File: src/rtl/psum_drain_sched_pkg.sv
// Shared accelerator definitions: drain FSM states, default psum width and
// the index-width helper used by the scheduler and its arbiter.
package psum_drain_sched_pkg;

  typedef enum logic [1:0] {
    ST_IDLE  = 2'd0,
    ST_DRAIN = 2'd1,
    ST_FLUSH = 2'd2
  } drain_state_e;

  localparam int unsigned DEFAULT_DATA_WIDTH = 16;

  // A one-column build still needs a 1-bit index port.
  function automatic int unsigned idx_width(input int unsigned n);
    return (n > 1) ? $clog2(n) : 1;
  endfunction

endpackage

File: src/rtl/psum_drain_sched_rr_arbiter.sv
// Combinational round-robin picker: first requester at or after ptr_i,
// wrapping, reported as a one-hot grant plus its binary index.
module rr_arbiter
  import psum_drain_sched_pkg::*;
#(
  parameter int unsigned N = 4
) (
  input  logic [N-1:0]               req_i,
  input  logic [idx_width(N)-1:0]    ptr_i,
  output logic [N-1:0]               gnt_o,
  output logic [idx_width(N)-1:0]    idx_o,
  output logic                       vld_o
);

  localparam int unsigned IDX_W = idx_width(N);

  always_comb begin
    int c;
    // NOTE: every output gets a default first so no path leaves it unassigned (no latch).
    gnt_o = '0;
    idx_o = '0;
    vld_o = 1'b0;
    c     = 0;
    for (int k = 0; k < int'(N); k++) begin
      c = int'(ptr_i) + k;
      if (c >= int'(N)) c = c - int'(N);
      if (!vld_o && req_i[c]) begin
        vld_o    = 1'b1;
        gnt_o[c] = 1'b1;
        idx_o    = IDX_W'(c);
      end
    end
  end

endmodule

File: src/rtl/psum_drain_sched.sv
// Drains per-column psum FIFOs round-robin into a single valid/ready stream,
// taking exactly G_WORDS_PER_COL words from each column per layer.
module psum_drain_sched
  import psum_drain_sched_pkg::*;
#(
  parameter int unsigned G_NUM_COLS      = 4,
  parameter int unsigned G_DATA_WIDTH    = DEFAULT_DATA_WIDTH,
  parameter int unsigned G_WORDS_PER_COL = 144
) (
  input  logic                                 clk_i,
  input  logic                                 rst_ni,
  input  logic                                 start_i,
  output logic                                 busy_o,
  output logic                                 done_o,
  input  logic [G_NUM_COLS-1:0]                psum_empty_i,
  input  logic [G_NUM_COLS*G_DATA_WIDTH-1:0]   psum_i,
  output logic [G_NUM_COLS-1:0]                psum_rd_en_o,
  output logic                                 out_vld_o,
  input  logic                                 out_ready_i,
  output logic [G_DATA_WIDTH-1:0]              out_data_o,
  output logic [idx_width(G_NUM_COLS)-1:0]     out_col_o
);

  localparam int unsigned COL_W = idx_width(G_NUM_COLS);
  localparam int unsigned CNT_W = $clog2(G_WORDS_PER_COL + 1);
  localparam logic [CNT_W-1:0] CNT_MAX = CNT_W'(G_WORDS_PER_COL);
  localparam logic [COL_W-1:0] COL_LAST = COL_W'(G_NUM_COLS - 1);

  drain_state_e            state_q;
  logic [COL_W-1:0]        ptr_q;
  logic [CNT_W-1:0]        cnt_q [G_NUM_COLS];
  logic                    out_vld_q;
  logic [G_DATA_WIDTH-1:0] out_data_q;
  logic [COL_W-1:0]        out_col_q;
  logic                    done_q;

  logic [G_NUM_COLS-1:0]   col_open;
  logic [G_NUM_COLS-1:0]   req;
  logic [G_NUM_COLS-1:0]   gnt;
  logic [COL_W-1:0]        gnt_idx;
  logic                    gnt_vld;
  logic [G_DATA_WIDTH-1:0] gnt_data;
  logic [COL_W-1:0]        ptr_d;
  logic                    slot_free;
  logic                    all_full_d;

  // The output register can take a new word if empty or being emptied now.
  assign slot_free = !out_vld_q || out_ready_i;

  always_comb begin
    for (int c = 0; c < int'(G_NUM_COLS); c++) begin
      col_open[c] = (cnt_q[c] < CNT_MAX);
    end
  end

  assign req = (state_q == ST_DRAIN && slot_free) ? (~psum_empty_i & col_open) : '0;

  rr_arbiter #(
    .N (G_NUM_COLS)
  ) u_rr_arbiter (
    .req_i (req),
    .ptr_i (ptr_q),
    .gnt_o (gnt),
    .idx_o (gnt_idx),
    .vld_o (gnt_vld)
  );

  always_comb begin
    gnt_data = '0;
    for (int c = 0; c < int'(G_NUM_COLS); c++) begin
      if (gnt[c]) gnt_data = psum_i[c*G_DATA_WIDTH +: G_DATA_WIDTH];
    end
  end

  assign ptr_d = (gnt_idx == COL_LAST) ? '0 : gnt_idx + 1'b1;

  // Look ahead at this cycle's grant so FLUSH starts as the counters fill.
  always_comb begin
    all_full_d = 1'b1;
    for (int c = 0; c < int'(G_NUM_COLS); c++) begin
      if ((cnt_q[c] + CNT_W'(gnt[c])) != CNT_MAX) all_full_d = 1'b0;
    end
  end

  always_ff @(posedge clk_i or negedge rst_ni) begin
    if (!rst_ni) begin
      // NOTE: the counter array is a handful of flops, not RAM, so it is reset like any register.
      state_q    <= ST_IDLE;
      ptr_q      <= '0;
      out_vld_q  <= 1'b0;
      out_data_q <= '0;
      out_col_q  <= '0;
      done_q     <= 1'b0;
      for (int c = 0; c < int'(G_NUM_COLS); c++) cnt_q[c] <= '0;
    end else begin
      // NOTE: non-blocking updates keep every register reading pre-edge values.
      done_q <= 1'b0;
      unique case (state_q)
        ST_IDLE: begin
          if (start_i) begin
            state_q <= ST_DRAIN;
            ptr_q   <= '0;
            for (int c = 0; c < int'(G_NUM_COLS); c++) cnt_q[c] <= '0;
          end
        end
        ST_DRAIN: begin
          // A grant is only issued below CNT_MAX, so counters saturate there.
          if (gnt_vld) ptr_q <= ptr_d;
          for (int c = 0; c < int'(G_NUM_COLS); c++) begin
            if (gnt[c]) cnt_q[c] <= cnt_q[c] + CNT_W'(1);
          end
          if (all_full_d) state_q <= ST_FLUSH;
        end
        ST_FLUSH: begin
          if (slot_free) begin
            done_q  <= 1'b1;
            state_q <= ST_IDLE;
          end
        end
        default: state_q <= ST_IDLE;
      endcase

      if (gnt_vld) begin
        out_vld_q  <= 1'b1;
        out_data_q <= gnt_data;
        out_col_q  <= gnt_idx;
      end else if (out_ready_i) begin
        out_vld_q  <= 1'b0;
      end
    end
  end

  assign psum_rd_en_o = gnt;
  assign busy_o       = (state_q != ST_IDLE);
  assign done_o       = done_q;
  assign out_vld_o    = out_vld_q;
  assign out_data_o   = out_data_q;
  assign out_col_o    = out_col_q;

endmodule

File: config.mk
export PLATFORM = sky130hd
export DESIGN_NAME = psum_drain_sched
export DESIGN_NICKNAME = d
export VERILOG_FILES = /design/src/rtl/psum_drain_sched_pkg.sv /design/src/rtl/psum_drain_sched_rr_arbiter.sv /design/src/rtl/psum_drain_sched.sv
export SDC_FILE = /design/constraint.sdc
export NUM_CORES = 1
export LEC_CHECK = 0
export BUFFER_PORTS_ARGS = -buffer_cell sky130_fd_sc_hd__buf_4
export CORE_ASPECT_RATIO = 1.2
export CORE_UTILIZATION = 45
export CTS_CLUSTER_DIAMETER = 40
export DETAILED_ROUTE_END_ITERATION = 16
export GPL_ROUTABILITY_DRIVEN = 0
export MAX_ROUTING_LAYER = met4
export PLACE_DENSITY = 0.72
export SYNTH_ARGS = -nofsm -noshare
export SYNTH_HDL_FRONTEND = slang
export SYNTH_HIERARCHICAL = 1
export SYNTH_SLANG_ARGS = --single-unit
File: constraint.sdc
create_clock -name clk_i -period 3.9 [get_ports clk_i]
set_input_delay 0.585 -clock clk_i [delete_from_list [all_inputs] [get_ports clk_i]]
set_output_delay 0.585 -clock clk_i [all_outputs]
set_load 0.05 [all_outputs]
==> results of run 1 <==
sequential cells by signal (all words and copies together), names as in the netlist:
register    cells
ptr_q           2
state_q         2
out_data_o     16
out_vld_o       1
cnt_q          32
done_o          1
out_col_o       2
metrics by stage:
stage               hold slack, ns  instance area (um2)  power [W]
finish                       0.303                 5130    0.00462
global route                 0.381                 5130    0.00502
CTS                          0.339                 5040    0.00460
detailed placement           0.502                 4910    0.00420
global placement             0.495                 4910    0.00412
floorplan                    0.289                 3960    0.00339
placed cells by master, fill, tap and decap left out, types with 4 or more instances in the layout:
| master | instances |
|---|---|
| sky130_fd_sc_hd__xor2_1 | 17 |
| sky130_fd_sc_hd__buf_4 | 132 |
| sky130_fd_sc_hd__o21ai_0 | 6 |
| sky130_fd_sc_hd__o31a_1 | 4 |
| sky130_fd_sc_hd__nand2b_1 | 5 |
| sky130_fd_sc_hd__nor2b_1 | 15 |
| sky130_fd_sc_hd__dfrtp_1 | 53 |
| sky130_fd_sc_hd__a21oi_1 | 43 |
| sky130_fd_sc_hd__and3_1 | 5 |
| sky130_fd_sc_hd__clkbuf_8 | 5 |
| sky130_fd_sc_hd__nand2_1 | 17 |
| sky130_fd_sc_hd__a22oi_1 | 4 |
| sky130_fd_sc_hd__a221oi_1 | 16 |
| sky130_fd_sc_hd__nand4_1 | 7 |
| sky130_fd_sc_hd__a32o_1 | 4 |
| sky130_fd_sc_hd__xnor2_1 | 13 |
| sky130_fd_sc_hd__nand3_1 | 14 |
| sky130_fd_sc_hd__a22oi_2 | 4 |
| sky130_fd_sc_hd__nor3_1 | 19 |
| sky130_fd_sc_hd__mux2_2 | 7 |
| sky130_fd_sc_hd__inv_1 | 11 |
| sky130_fd_sc_hd__or3_1 | 5 |
| sky130_fd_sc_hd__nor3_4 | 4 |
| sky130_fd_sc_hd__nor2_1 | 50 |
| sky130_fd_sc_hd__ha_1 | 20 |
repair_timing:
action                                  CTS  global route
resized for setup                         5            12
pin swaps                                 0             4
buffers inserted                          0             5
endpoints found under the setup margin    3            17
per-layer routing:
layer / vias to the layer above / GRT usage [%] / part of all wire [%]
met1: 1759 / 29.4 / 42
met4: 0 / 4.52 / 0.95
met5: - / - / 0
met3: 9 / 5.34 / 4.4
li1: 1783 / - / -
met2: 101 / 44.4 / 53
final timing paths:
check | startpoint | cells after the start | to
max | state_q[0]$_DFFE_PN0P_ | 14 | state_q[1]$_DFFE_PN0P_
min | rst_ni | 1 | cnt_q[30]$_DFFE_PN0P_
max reg2reg | state_q[0]$_DFFE_PN0P_ | 14 | state_q[1]$_DFFE_PN0P_
min reg2reg | out_col_o[0]$_DFFE_PN0P_ | 1 | out_col_o[0]$_DFFE_PN0P_
max in group asynchronous | rst_ni | 1 | ptr_q[1]$_DFFE_PN0P_
min in group clk_i | out_col_o[0]$_DFFE_PN0P_ | 1 | out_col_o[0]$_DFFE_PN0P_
cell type report:
| type | count | area, um2 |
|---|---|---|
| Fill cell | 697 | 3110 |
| Multi-Input combinational cell | 333 | 2440 |
| Sequential cell | 56 | 1410 |
| Timing Repair Buffer | 132 | 991 |
| Tap cell | 114 | 143 |
| Clock buffer | 5 | 68.8 |
| Clock inverter | 3 | 42.5 |
| Inverter | 11 | 41.3 |
cell families (layout without fill, tap and decap cells):
logic type / count (synthesis) / in the layout / synth area share [%]
AOI/OAI and AO/OA: 103 / 103 / 17.6
xor gates and xnor gates: 30 / 30 / 6.78
adders and majority gates: 21 / 21 / 6.78
DFF: 56 / 56 / 36.1
buffers and inverters: 40 / 151 / 4.65
and+or+nand+nor: 166 / 166 / 22.9
muxes: 13 / 13 / 5.20
report_power, final:
group	internal (W)	total (W)	switching (W)
sequential	0.000823	0.00106	0.000237
clock	0.000190	0.000391	0.000201
combinational	0.00131	0.00317	0.00187
worst register-to-register path, cell delays in order, from the launching register on:
cell                        delay [ns]
sky130_fd_sc_hd__dfrtp_1          0.41
sky130_fd_sc_hd__nor2b_4          0.15
sky130_fd_sc_hd__nand2_4          0.14
sky130_fd_sc_hd__nor3_4           0.08
sky130_fd_sc_hd__mux4_2           0.54
sky130_fd_sc_hd__nor4b_4          0.44
sky130_fd_sc_hd__a22oi_1          0.20
sky130_fd_sc_hd__o21ai_4          0.10
sky130_fd_sc_hd__ha_1             0.24
sky130_fd_sc_hd__or4_1            0.54
sky130_fd_sc_hd__nor3_2           0.11
sky130_fd_sc_hd__o2111ai_1        0.11
sky130_fd_sc_hd__nand4b_1         0.20
sky130_fd_sc_hd__nor4_2           0.24
sky130_fd_sc_hd__a31o_1           0.20
==> load_flow_metrics.sql, run 1 <==
INSERT INTO impl_metrics (metric_group, metric, value, unit) VALUES
('run_status', 'run_status', 'completed', ''),
('clock_tree', 'clock_latency', '0.32', 'ns'),
('logic_synthesis', 'synth_warnings', '6', ''),
('critical_path', 'timing.critical_path.required', '4.16', 'ns'),
('finish', 'layout.cells.non_filler', '654', ''),
('finish', 'final_layout_size_suffix_gt1_share', '33.3', '%'),
('global_routing', 'grt_antenna_before_repair', '0', ''),
('timing', 'fin_crit', '3.74', 'ns'),
('floorplan', 'fp.dieH', '104', 'um'),
('finish', 'finalNetCount', '632', ''),
('routing', 'drt-pass1-iter-count', '4', ''),
('global_routing', 'grt_pass1_vias', '3680', ''),
('global_routing', 'grt_overflow', '0', ''),
('critical_path', 'cpLargestDelayFamily', 'simple AND/OR/NAND/NOR gates', ''),
('clock_tree', 'clock_tree_from_tritoncts', 'yes', ''),
('clock_tree', 'cts_max_path_buffers', '2', ''),
('logic_synthesis', 'synthesis.nets', '522', ''),
('logic_synthesis', 'yosys-top-cells-count', '56 x sky130_fd_sc_hd__dfrtp_1, 50 x sky130_fd_sc_hd__nor2_1, 43 x sky130_fd_sc_hd__a21oi_1', ''),
('timing', 'tightest_slew', '0.728', 'ns'),
('routing', 'drt-wirelength-per-cell', '16.0', 'um'),
('timing', 'clock.fmax', '0.267', 'GHz'),
('logic_synthesis', 'yosysSeqAreaShare', '36.1', '%'),
('global_routing', 'track_usage', '25.2', '%'),
('placement', 'buffer_ports.inserted', '96', ''),
('critical_path', 'worstSetupPathType', 'flop to flop', ''),
('logic_synthesis', 'synth_largest_area_cell', 'sky130_fd_sc_hd__dfrtp_1', ''),
('power_and_ir_drop', 'p_leak', '2.30', 'nW'),
('clock_tree', 'ctsRootBufferMaster', 'sky130_fd_sc_hd__clkbuf_8', ''),
('placement', 'dp_slack', '-0.228', 'ns'),
('global_routing', 'grt_pass1_wl', '17600', 'um'),
('clock_tree', 'clkSinkCount', '56', ''),
('logic_synthesis', 'number_of_flops_mapped_to_enable_cells_by_yosys', '0', ''),
('timing', 'fin_tns_setup', '0', 'ns'),
('routing', 'routed_via_density', '5.58', ''),
('logic_synthesis', 'netlist_area', '0.00388', 'mm2'),
('critical_path', 'worst_reg_to_reg_setup_slack', '0.16', 'ns'),
('routing', 'routed_wirelength', '10400', 'um'),
('timing', 'timing.clock.skew', '0.00708', 'ns'),
('timing', 'slew_violations', '0', ''),
('logic_synthesis', 'synth_area_per_cell', '9.04', 'um2'),
('floorplan', 'initial_utilization', '47.0', '%'),
('logic_synthesis', 'ys_seq_elements', '56', ''),
('logic_synthesis', 'post-synth-top-count-cell', 'sky130_fd_sc_hd__dfrtp_1', ''),
('timing', 'slew-limit-headroom', '51.4', '%'),
('logic_synthesis', 'synth_async_sr_flop_share', '100', '%'),
('critical_path', 'critical_path.max_fanout', '5', ''),
('finish', 'antennaDiodeCount', '0', ''),
('critical_path', 'worst-endpoint-arrival', '4.00', 'ns'),
('floorplan', 'die_area', '0.00899', 'mm2'),
('critical_path', 'endpoint_kind', 'flop', ''),
('clock_tree', 'htree_num_levels', '2', ''),
('critical_path', 'crit_path_max_incr_delay', '0.54', 'ns'),
('finish', 'postLayoutCoreUtil', '62.2', '%'),
('finish', 'synthToLayoutAreaGrowth', '32.3', '%'),
('logic_synthesis', 'synthesis.instances', '429', ''),
('floorplan', 'die_x', '86.7', 'um'),
('routing', 'route.detailed.drc', '0', ''),
('placement', 'hpwl_after_detailed_placement', '7890', 'um'),
('logic_synthesis', 'ys.flop_type', 'sky130_fd_sc_hd__dfrtp_1', ''),
('timing', 'report.final.hold_viol_count', '0', ''),
('routing', 'routed-via-count', '3652', ''),
('clock_tree', 'cts.clk_slew.worst_paths', '0.10', 'ns'),
('global_routing', 'grt_start_max_net_pins', '57', ''),
('timing', 'final.setup.worst_slack', '0.160', 'ns'),
('routing', 'route.antenna.remaining_nets', '0', ''),
('critical_path', 'timing.critical_path.slowest_stage_cell', 'sky130_fd_sc_hd__mux4_2', ''),
('power_and_ir_drop', 'p_per_area', '901', 'mW/mm2'),
('min_path', 'hold_class', 'primary input to async pin', ''),
('critical_path', 'timing.critical_path.cells', 'nor2b_4 -> nand2_4 -> nor3_4 -> mux4_2 -> nor4b_4 -> a22oi_1 -> o21ai_4 -> ha_1 -> or4_1 -> nor3_2 -> o2111ai_1 -> nand4b_1 -> nor4_2 -> a31o_1', ''),
('logic_synthesis', 'yosys.cell_types.count', '57', ''),
('clock_tree', 'tritoncts.num_buffers', '5', '');
No activity file was read; power rests on OpenSTA's default activity.
==> inputs of run 2 (changes only) <==
--- a/config.mk
+++ b/config.mk
@@ -12,7 +12,7 @@
 export DETAILED_ROUTE_END_ITERATION = 16
 export GPL_ROUTABILITY_DRIVEN = 0
 export MAX_ROUTING_LAYER = met4
-export PLACE_DENSITY = 0.72
+export PLACE_DENSITY_LB_ADDON = 0.1
 export SYNTH_ARGS = -nofsm -noshare
 export SYNTH_HDL_FRONTEND = slang
 export SYNTH_HIERARCHICAL = 1
==> run 2 against run 1 <==
Compared with the run above: design area is 1.7% higher; first-iteration DRC count is 2.2% higher; maximum frequency shrank 0.36%; via count shrank 1.2%; final cell count grew 0.61%; utilization increased by 1.0 points; critical path type unchanged; largest cell class unchanged; largest power group unchanged.
==> load_flow_metrics.sql, run 2 (synthesis gave the netlist of run 1 again) <==
INSERT INTO impl_metrics (metric_group, metric, value, unit) VALUES
('run_status', 'run_status', 'completed', ''),
('power_and_ir_drop', 'cellInternalPower', '0.00241', 'W'),
('finish', 'final_cell_mix', '135 x sky130_fd_sc_hd__buf_4, 54 x sky130_fd_sc_hd__dfrtp_1, 50 x sky130_fd_sc_hd__nor2_1', ''),
('floorplan', 'fp.dieH', '104', 'um'),
('critical_path', 'crit-reg2reg-launch', 'state_q[0]$_DFFE_PN0P_', ''),
('clock_tree', 'tritoncts.num_buffers', '5', ''),
('timing', 'fin_crit', '3.75', 'ns'),
('global_routing', 'grt_pass1_vias', '3553', ''),
('power_and_ir_drop', 'power_frac_comb', '69.3', '%'),
('clock_tree', 'ctsRootBufferMaster', 'sky130_fd_sc_hd__clkbuf_8', ''),
('finish', 'finalNetCount', '636', ''),
('global_routing', 'track_usage', '23.7', '%'),
('clock_tree', 'clkSinkCount', '56', ''),
('power_and_ir_drop', 'seq_power_share', '22.5', '%'),
('placement', 'buffer_ports.inserted', '96', ''),
('power_and_ir_drop', 'switching_share', '48.8', '%'),
('global_routing', 'grt_start_max_net_pins', '57', ''),
('timing', 'setup_viols_final', '0', ''),
('timing', 'slew_violations', '0', ''),
('placement', 'placement.cell_area', '0.00495', 'mm2'),
('finish', 'layout.cells.non_filler', '658', ''),
('floorplan', 'die_x', '86.7', 'um'),
('floorplan', 'core_area', '0.00824', 'mm2'),
('min_path', 'hold_class', 'primary input to async pin', ''),
('power_and_ir_drop', 'p_leak', '2.31', 'nW'),
('power_and_ir_drop', 'p_per_area', '901', 'mW/mm2'),
('timing', 'final.setup.worst_slack', '0.146', 'ns'),
('finish', 'synthToLayoutAreaGrowth', '34.5', '%'),
('finish', 'register_ranked_first_by_flip_flop_count', 'cnt_q', ''),
('power_and_ir_drop', 'clock_network_fraction_of_design_power', '8.2', '%'),
('critical_path', 'worst_setup_path_start_kind', 'flop', ''),
('routing', 'drt-wirelength-per-cell', '15.2', 'um'),
('timing', 'rsz0062_at_grt', 'yes', ''),
('global_routing', 'grt_overflow', '0', ''),
('critical_path', 'critical_path.max_fanout', '5', ''),
('floorplan', 'die_area', '0.00899', 'mm2'),
('critical_path', 'endpoint_kind', 'flop', ''),
('finish', 'mostFrequentLayoutCell', 'sky130_fd_sc_hd__buf_4', ''),
('timing', 'timing.clock.skew', '0.00840', 'ns'),
('routing', 'routed-via-count', '3609', ''),
('finish', 'final_layout_size_suffix_gt1_share', '34.6', '%'),
('timing', 'report.final.hold_viol_count', '0', ''),
('critical_path', 'length_in_cells_of_the_worst_reg_to_reg_path', '18', ''),
('clock_tree', 'cts.clk_slew.worst_paths', '0.10', 'ns'),
('routing', 'drtIter0Drc', '142', ''),
('global_routing', 'grt_pass1_wl', '16400', 'um'),
('global_routing', 'grt_antenna_before_repair', '0', ''),
('routing', 'routed_via_density', '5.48', ''),
('timing', 'slew-limit-headroom', '52.6', '%'),
('placement', 'dp.cells', '646', ''),
('finish', 'antennaDiodeCount', '0', ''),
('finish', 'largest_register_ff_count', '32', ''),
('job', 'cap_violations', '0', ''),
('timing', 'tightest_slew', '0.711', 'ns'),
('timing', 'final.period_utilization', '96.3', '%'),
('floorplan', 'initial_utilization', '47.0', '%'),
('power_and_ir_drop', 'irDropWorstVdd', '0.619', 'mV'),
('routing', 'route.detailed.drc', '0', ''),
('critical_path', 'worst-endpoint-arrival', '4.01', 'ns'),
('critical_path', 'worst_reg_to_reg_setup_slack', '0.15', 'ns'),
('critical_path', 'reg2reg_to', 'state_q[1]$_DFFE_PN0P_', ''),
('floorplan', 'rows', '36', ''),
('routing', 'routed_wirelength', '10000', 'um'),
('clock_tree', 'htree_num_levels', '2', ''),
('placement', 'dp_slack', '-0.166', 'ns'),
('critical_path', 'timing.critical_path.required', '4.16', 'ns'),
('finish', 'final_area', '0.00522', 'mm2'),
('floorplan', 'floorplan.io_pins', '97', ''),
('routing', 'route.antenna.remaining_nets', '0', ''),
('clock_tree', 'clock_tree_from_tritoncts', 'yes', ''),
('placement', 'hpwl_after_detailed_placement', '7420', 'um'),
('critical_path', 'worstSetupPathType', 'flop to flop', ''),
('routing', 'drt-pass1-iter-count', '4', ''),
('clock_tree', 'cts_max_path_buffers', '2', ''),
('power_and_ir_drop', 'p_switching', '0.00229', 'W'),
('timing', 'clock.fmax', '0.266', 'GHz'),
('clock_tree', 'clock_latency', '0.32', 'ns');
run 2: layout make-up:
cell class	instances	area [um2]
multi-input combinational	333	2490
inverter	11	41.3
fill	729	3030
tap	114	143
sequential	56	1400
clock inverter	2	35.0
timing repair buffer	136	1020
clock buffer	6	72.6
run 2: worst max-delay path by stage:
stage,start,endpoint,slack [ns],cells after the start
after floorplan,out_ready_i,state_q[1]$_DFFE_PN0P_,-0.01,15
after global placement,out_ready_i,state_q[1]$_DFFE_PN0P_,0.02,15
after detailed placement,out_ready_i,state_q[1]$_DFFE_PN0P_,-0.17,15
after CTS,state_q[1]$_DFFE_PN0P_,state_q[1]$_DFFE_PN0P_,0.03,15
after global routing,state_q[0]$_DFFE_PN0P_,state_q[1]$_DFFE_PN0P_,-0.03,18
final,state_q[0]$_DFFE_PN0P_,state_q[1]$_DFFE_PN0P_,0.15,18
run 2: worst max-delay path, cell delays in order, from the launching register on:
cell and delay (ns):
sky130_fd_sc_hd__dfrtp_1 0.39, sky130_fd_sc_hd__nor2b_1 0.14, sky130_fd_sc_hd__buf_4 0.16, sky130_fd_sc_hd__nand2_8 0.09
sky130_fd_sc_hd__nor3_4 0.06, sky130_fd_sc_hd__mux4_1 0.59, sky130_fd_sc_hd__nor4b_4 0.32, sky130_fd_sc_hd__buf_4 0.18
sky130_fd_sc_hd__a22oi_1 0.07, sky130_fd_sc_hd__o21ai_2 0.09, sky130_fd_sc_hd__ha_2 0.21, sky130_fd_sc_hd__buf_4 0.12
sky130_fd_sc_hd__nand3_2 0.08, sky130_fd_sc_hd__buf_4 0.15, sky130_fd_sc_hd__or3_4 0.34, sky130_fd_sc_hd__a21oi_4 0.16
sky130_fd_sc_hd__a31oi_2 0.06, sky130_fd_sc_hd__nor4_2 0.30, sky130_fd_sc_hd__a31o_1 0.19
run 2: power groups by stage:
stage	registers (W)	logic, W	clock network [W]
after floorplan	0.00132	0.00207	0
after global placement	0.00105	0.00308	0
after detailed placement	0.00105	0.00313	0
after CTS	0.00105	0.00314	0.000395
after global routing	0.00109	0.00360	0.000418
final	0.00106	0.00326	0.000385
run 2: through the flow:
stage | util, % | hold WS [ns] | TNS, ns | total power, W
2_1_floorplan | - | 0.289 | -0.0141 | 0.00339
3_3_place_gp | 60.0 | 0.493 | 0 | 0.00413
3_5_place_dp | 60.0 | 0.499 | -0.491 | 0.00418
4_1_cts | 61.6 | 0.344 | 0 | 0.00458
5_1_grt | 63.3 | 0.375 | -0.0521 | 0.00511
6_report | 63.3 | 0.318 | 0 | 0.00470
run 2: what timing repair did:
action,CTS,global route
cloned,0,0
gates resized for setup,4,21
endpoints found under the hold margin,0,0
pin swaps,0,12
hold buffers,0,0
buffers inserted,0,4
setup endpoints to repair,2,17
run 2: routing by layer:
layer / global-route usage [%] / share of wire, %
met1: 29.3 / 42
met2: 40.2 / 52
met3: 3.43 / 4.9
met4: 5.95 / 1.4
met5: - / 0
==> inputs of run 3 (changes only) <==
--- a/config.mk
+++ b/config.mk
@@ -7,6 +7,7 @@
 export LEC_CHECK = 0
 export BUFFER_PORTS_ARGS = -buffer_cell sky130_fd_sc_hd__buf_4
 export CORE_ASPECT_RATIO = 1.2
+export CORE_MARGIN = 5
 export CORE_UTILIZATION = 45
 export CTS_CLUSTER_DIAMETER = 40
 export DETAILED_ROUTE_END_ITERATION = 16
@@ -15,5 +16,4 @@
 export PLACE_DENSITY_LB_ADDON = 0.1
 export SYNTH_ARGS = -nofsm -noshare
 export SYNTH_HDL_FRONTEND = slang
-export SYNTH_HIERARCHICAL = 1
 export SYNTH_SLANG_ARGS = --single-unit
==> run 3 against run 2 <==
Compared with the run above: wire length up 30%; synthesized area rose by 5.7%; final cell count up 8.2%; sequential power about the same; first-iteration DRC count is 50% higher; utilization rose by 0.25 points; via count up 20%; worst setup slack worse by 0.093 ns; register-to-register slack worse by 0.09 ns; hold slack worse by 0.033 ns; combinational power grew 9.8%; largest cell class unchanged.
==> load_flow_metrics.sql, run 3 <==
INSERT INTO impl_metrics (metric_group, metric, value, unit) VALUES
('logic_synthesis', 'post-synth-top-count-cell', 'sky130_fd_sc_hd__dfrtp_1', ''),
('routing', 'routed-via-count', '4322', ''),
('timing', 'tightest_slew', '0.887', 'ns'),
('placement', 'buffer_ports.inserted', '96', ''),
('critical_path', 'length_in_cells_of_the_worst_reg_to_reg_path', '17', ''),
('critical_path', 'endpoint_kind', 'flop', ''),
('logic_synthesis', 'synth_largest_area_cell', 'sky130_fd_sc_hd__dfrtp_1', ''),
('clock_tree', 'tritoncts.num_buffers', '5', ''),
('floorplan', 'fp.dieH', '115', 'um'),
('run_status', 'run_status', 'completed', ''),
('logic_synthesis', 'yosysSeqAreaShare', '34.2', '%'),
('logic_synthesis', 'ys.flop_type', 'sky130_fd_sc_hd__dfrtp_1', ''),
('logic_synthesis', 'yosys-top-cells-count', '56 x sky130_fd_sc_hd__dfrtp_1, 39 x sky130_fd_sc_hd__o21ai_0, 38 x sky130_fd_sc_hd__nand2_1', ''),
('timing', 'slew-limit-headroom', '40.9', '%'),
('critical_path', 'worst_setup_path_start_kind', 'flop', ''),
('finish', 'finalNetCount', '682', ''),
('placement', 'placement.cell_area', '0.00525', 'mm2'),
('global_routing', 'grt_overflow', '0', ''),
('critical_path', 'worst_reg_to_reg_setup_slack', '0.05', 'ns'),
('finish', 'final_cell_mix', '153 x sky130_fd_sc_hd__buf_4, 53 x sky130_fd_sc_hd__dfrtp_1, 37 x sky130_fd_sc_hd__o21ai_0', ''),
('timing', 'rsz0062_at_grt', 'yes', ''),
('global_routing', 'grt_pass1_wl', '20800', 'um'),
('timing', 'clock.fmax', '0.260', 'GHz'),
('power_and_ir_drop', 'irDropWorstVdd', '0.478', 'mV'),
('routing', 'routed_via_density', '6.07', ''),
('logic_synthesis', 'yosys.cell_types.count', '58', ''),
('logic_synthesis', 'synth_warnings', '0', ''),
('timing', 'fin_crit', '3.85', 'ns'),
('clock_tree', 'cts.clk_slew.worst_paths', '0.11', 'ns'),
('logic_synthesis', 'synth_area_leaders', 'sky130_fd_sc_hd__dfrtp_1 34%, sky130_fd_sc_hd__ha_1 5.8%, sky130_fd_sc_hd__o21ai_0 4.8%', ''),
('logic_synthesis', 'synthesis.nets', '546', ''),
('floorplan', 'rows', '38', ''),
('logic_synthesis', 'ys_seq_elements', '56', ''),
('routing', 'route.detailed.drc', '0', ''),
('timing', 'timing.clock.skew', '0.0108', 'ns'),
('global_routing', 'track_usage', '23.5', '%'),
('logic_synthesis', 'synth_area_per_cell', '9.01', 'um2'),
('clock_tree', 'htree_num_levels', '2', ''),
('timing', 'report.final.hold_viol_count', '0', ''),
('critical_path', 'timing.critical_path.slowest_stage_cell', 'sky130_fd_sc_hd__dfrtp_1', ''),
('global_routing', 'grt_start_max_net_pins', '57', ''),
('timing', 'setup_viols_final', '0', ''),
('critical_path', 'timing.critical_path.mode_cell', 'sky130_fd_sc_hd__ha_4', ''),
('timing', 'slew_violations', '0', ''),
('finish', 'mostFrequentLayoutCell', 'sky130_fd_sc_hd__buf_4', ''),
('clock_tree', 'ctsRootBufferMaster', 'sky130_fd_sc_hd__clkbuf_8', ''),
('critical_path', 'reg2reg_to', 'state_q[0]$_DFFE_PN0P_', ''),
('job', 'cap_violations', '0', ''),
('routing', 'route.antenna.remaining_nets', '0', ''),
('finish', 'largest_register_ff_count', '32', ''),
('min_path', 'hold_class', 'primary input to async pin', ''),
('critical_path', 'crit_path_max_incr_delay', '0.40', 'ns'),
('power_and_ir_drop', 'p_per_area', '899', 'mW/mm2'),
('timing', 'fin_tns_setup', '0', 'ns'),
('finish', 'register_ranked_first_by_flip_flop_count', 'cnt_q', ''),
('finish', 'antennaDiodeCount', '0', ''),
('clock_tree', 'clock_tree_from_tritoncts', 'yes', ''),
('global_routing', 'grt_pass1_vias', '4258', ''),
('critical_path', 'timing.critical_path.cells', 'or3_4 -> a21oi_4 -> a221o_1 -> a22oi_2 -> a22o_1 -> a221oi_4 -> inv_2 -> ha_4 -> ha_4 -> nor4_4 -> nand2_1 -> nor4_2 -> nand3_1 -> a2111oi_2 -> nand4_1 -> nor2_1 -> a211oi_1', ''),
('critical_path', 'worst-endpoint-arrival', '4.06', 'ns'),
('logic_synthesis', 'number_of_flops_mapped_to_enable_cells_by_yosys', '0', ''),
('logic_synthesis', 'synth_async_sr_flop_share', '100', '%'),
('routing', 'drt-pass1-iter-count', '5', ''),
('timing', 'final.period_utilization', '98.6', '%'),
('floorplan', 'die_area', '0.0111', 'mm2'),
('routing', 'drtIter0Drc', '213', ''),
('routing', 'routed_wirelength', '13000', 'um'),
('clock_tree', 'clock_latency', '0.32', 'ns'),
('floorplan', 'floorplan.io_pins', '97', ''),
('power_and_ir_drop', 'p_leak', '2.51', 'nW'),
('clock_tree', 'cts_max_path_buffers', '2', ''),
('routing', 'drt-wirelength-per-cell', '18.3', 'um'),
('critical_path', 'critical_path.max_fanout', '5', ''),
('logic_synthesis', 'synth_top_area_share', '34.2', '%'),
('placement', 'hpwl_after_detailed_placement', '9270', 'um'),
('finish', 'final_area', '0.00571', 'mm2'),
('clock_tree', 'cts_hold_buf', '0', ''),
('finish', 'final_layout_size_suffix_gt1_share', '37.3', '%'),
('critical_path', 'timing.critical_path.required', '4.11', 'ns'),
('logic_synthesis', 'netlist_area', '0.00410', 'mm2'),
('finish', 'synthToLayoutAreaGrowth', '39.3', '%'),
('power_and_ir_drop', 'p_total', '0.00513', 'W'),
('critical_path', 'crit-reg2reg-launch', 'cnt_q[30]$_DFFE_PN0P_', ''),
('clock_tree', 'clkSinkCount', '56', ''),
('critical_path', 'worstSetupPathType', 'flop to flop', ''),
('floorplan', 'core_area', '0.00899', 'mm2'),
('global_routing', 'grt_antenna_before_repair', '0', ''),
('logic_synthesis', 'synthesis.instances', '455', ''),
('floorplan', 'die_x', '97.1', 'um'),
('floorplan', 'initial_utilization', '45.6', '%');
## run 3: cell types whose count changed in the layout (fill, tap and decap cells not counted), sizes merged, moves of 8 or more
cell | before | now
buf | 136 | 153
xnor2 | 13 | 5
nor2b | 17 | 5
nor2 | 51 | 20
a21oi | 43 | 23
mux2 | 8 | 0
nand2 | 18 | 38
o21ai | 10 | 55
nor3 | 24 | 2
and4 | 3 | 18
a22oi | 8 | 24
or3 | 5 | 15
nand3 | 15 | 24
## run 3: stage by stage
| stage | std cells | hold WS (ns) | worst slack, ns | util (%) |
|---|---|---|---|---|
| global route | 712 | 0.356 | -0.197 | 63.5 |
| detailed placement | 694 | 0.466 | -0.159 | 58.4 |
| floorplan | 455 | 0.289 | -0.141 | - |
| CTS | 702 | 0.329 | 0.00419 | 60.2 |
| finish | 712 | 0.285 | 0.0531 | 63.5 |
| global placement | 694 | 0.462 | -0.0696 | 58.4 |
## run 3: worst max-delay path, delay by kind of cell, from the launching register on
family | cells | cell delay, ns
AO/OA/AOI/OAI | 7 | 1.42
adder cells (fa/ha/maj) | 2 | 0.40
buffers and inverters | 1 | 0.09
flip-flops | 1 | 0.40
AND/OR/NAND/NOR | 7 | 1.40
## run 3: what timing repair did
item | in CTS | in global routing
resized for setup | 1 | 38
pin swaps | 1 | 8
endpoints found under the setup margin | 1 | 2
buffers inserted | 0 | 11
gates cloned | 0 | 0
## run 3: logic make-up (layout without fill, tap and decap cells)
group | count (synthesis) | count (layout) | share of synthesized area [%]
AOI/OAI and AO/OA | 161 | 161 | 28.2
buffers and inverters | 38 | 175 | 4.85
muxes | 3 | 3 | 0.733
adders and majority gates | 19 | 19 | 5.80
DFF | 56 | 56 | 34.2
and+or+nand+nor | 163 | 163 | 23.0
xor gates and xnor gates | 15 | 15 | 3.21
## run 3: layout make-up
type | instances | area [um2]
fill | 776 | 3280
inverter | 14 | 60.1
clock buffer | 5 | 68.8
clock inverter | 3 | 90.1
timing repair buffer | 153 | 1150
sequential | 56 | 1410
tap | 120 | 150
multi-input combinational | 361 | 2790
## run 3: how the worst max path moves through the flow
stage | from | end | slack [ns]
detailed placement | out_ready_i | state_q[0]$_DFFE_PN0P_ | -0.16
CTS | cnt_q[30]$_DFFE_PN0P_ | state_q[0]$_DFFE_PN0P_ | 0.004
floorplan | out_vld_o$_DFFE_PN0P_ | state_q[0]$_DFFE_PN0P_ | -0.14
global placement | out_ready_i | state_q[0]$_DFFE_PN0P_ | -0.07
finish | cnt_q[30]$_DFFE_PN0P_ | state_q[0]$_DFFE_PN0P_ | 0.05
global route | cnt_q[14]$_DFFE_PN0P_ | state_q[0]$_DFFE_PN0P_ | -0.20
## run 3: metal layers
metal	up-vias	GRT usage (%)	share of wire, %
met1	2082	27.3	41
met4	0	10.8	3.1
li1	2026	-	-
met2	174	39.9	50
met5	-	-	0
met3	40	4.14	5.2
## run 3: where the power goes
group | total [W] | leakage, nW | switching [W] | internal (W)
Combinational | 0.00358 | 1.72 | 0.00212 | 0.00145
Sequential | 0.00103 | 0.713 | 0.000231 | 0.000801
Clock | 0.000522 | 0.0784 | 0.000201 | 0.000321
Total | 0.00513 | 2.51 | 0.00256 | 0.00257
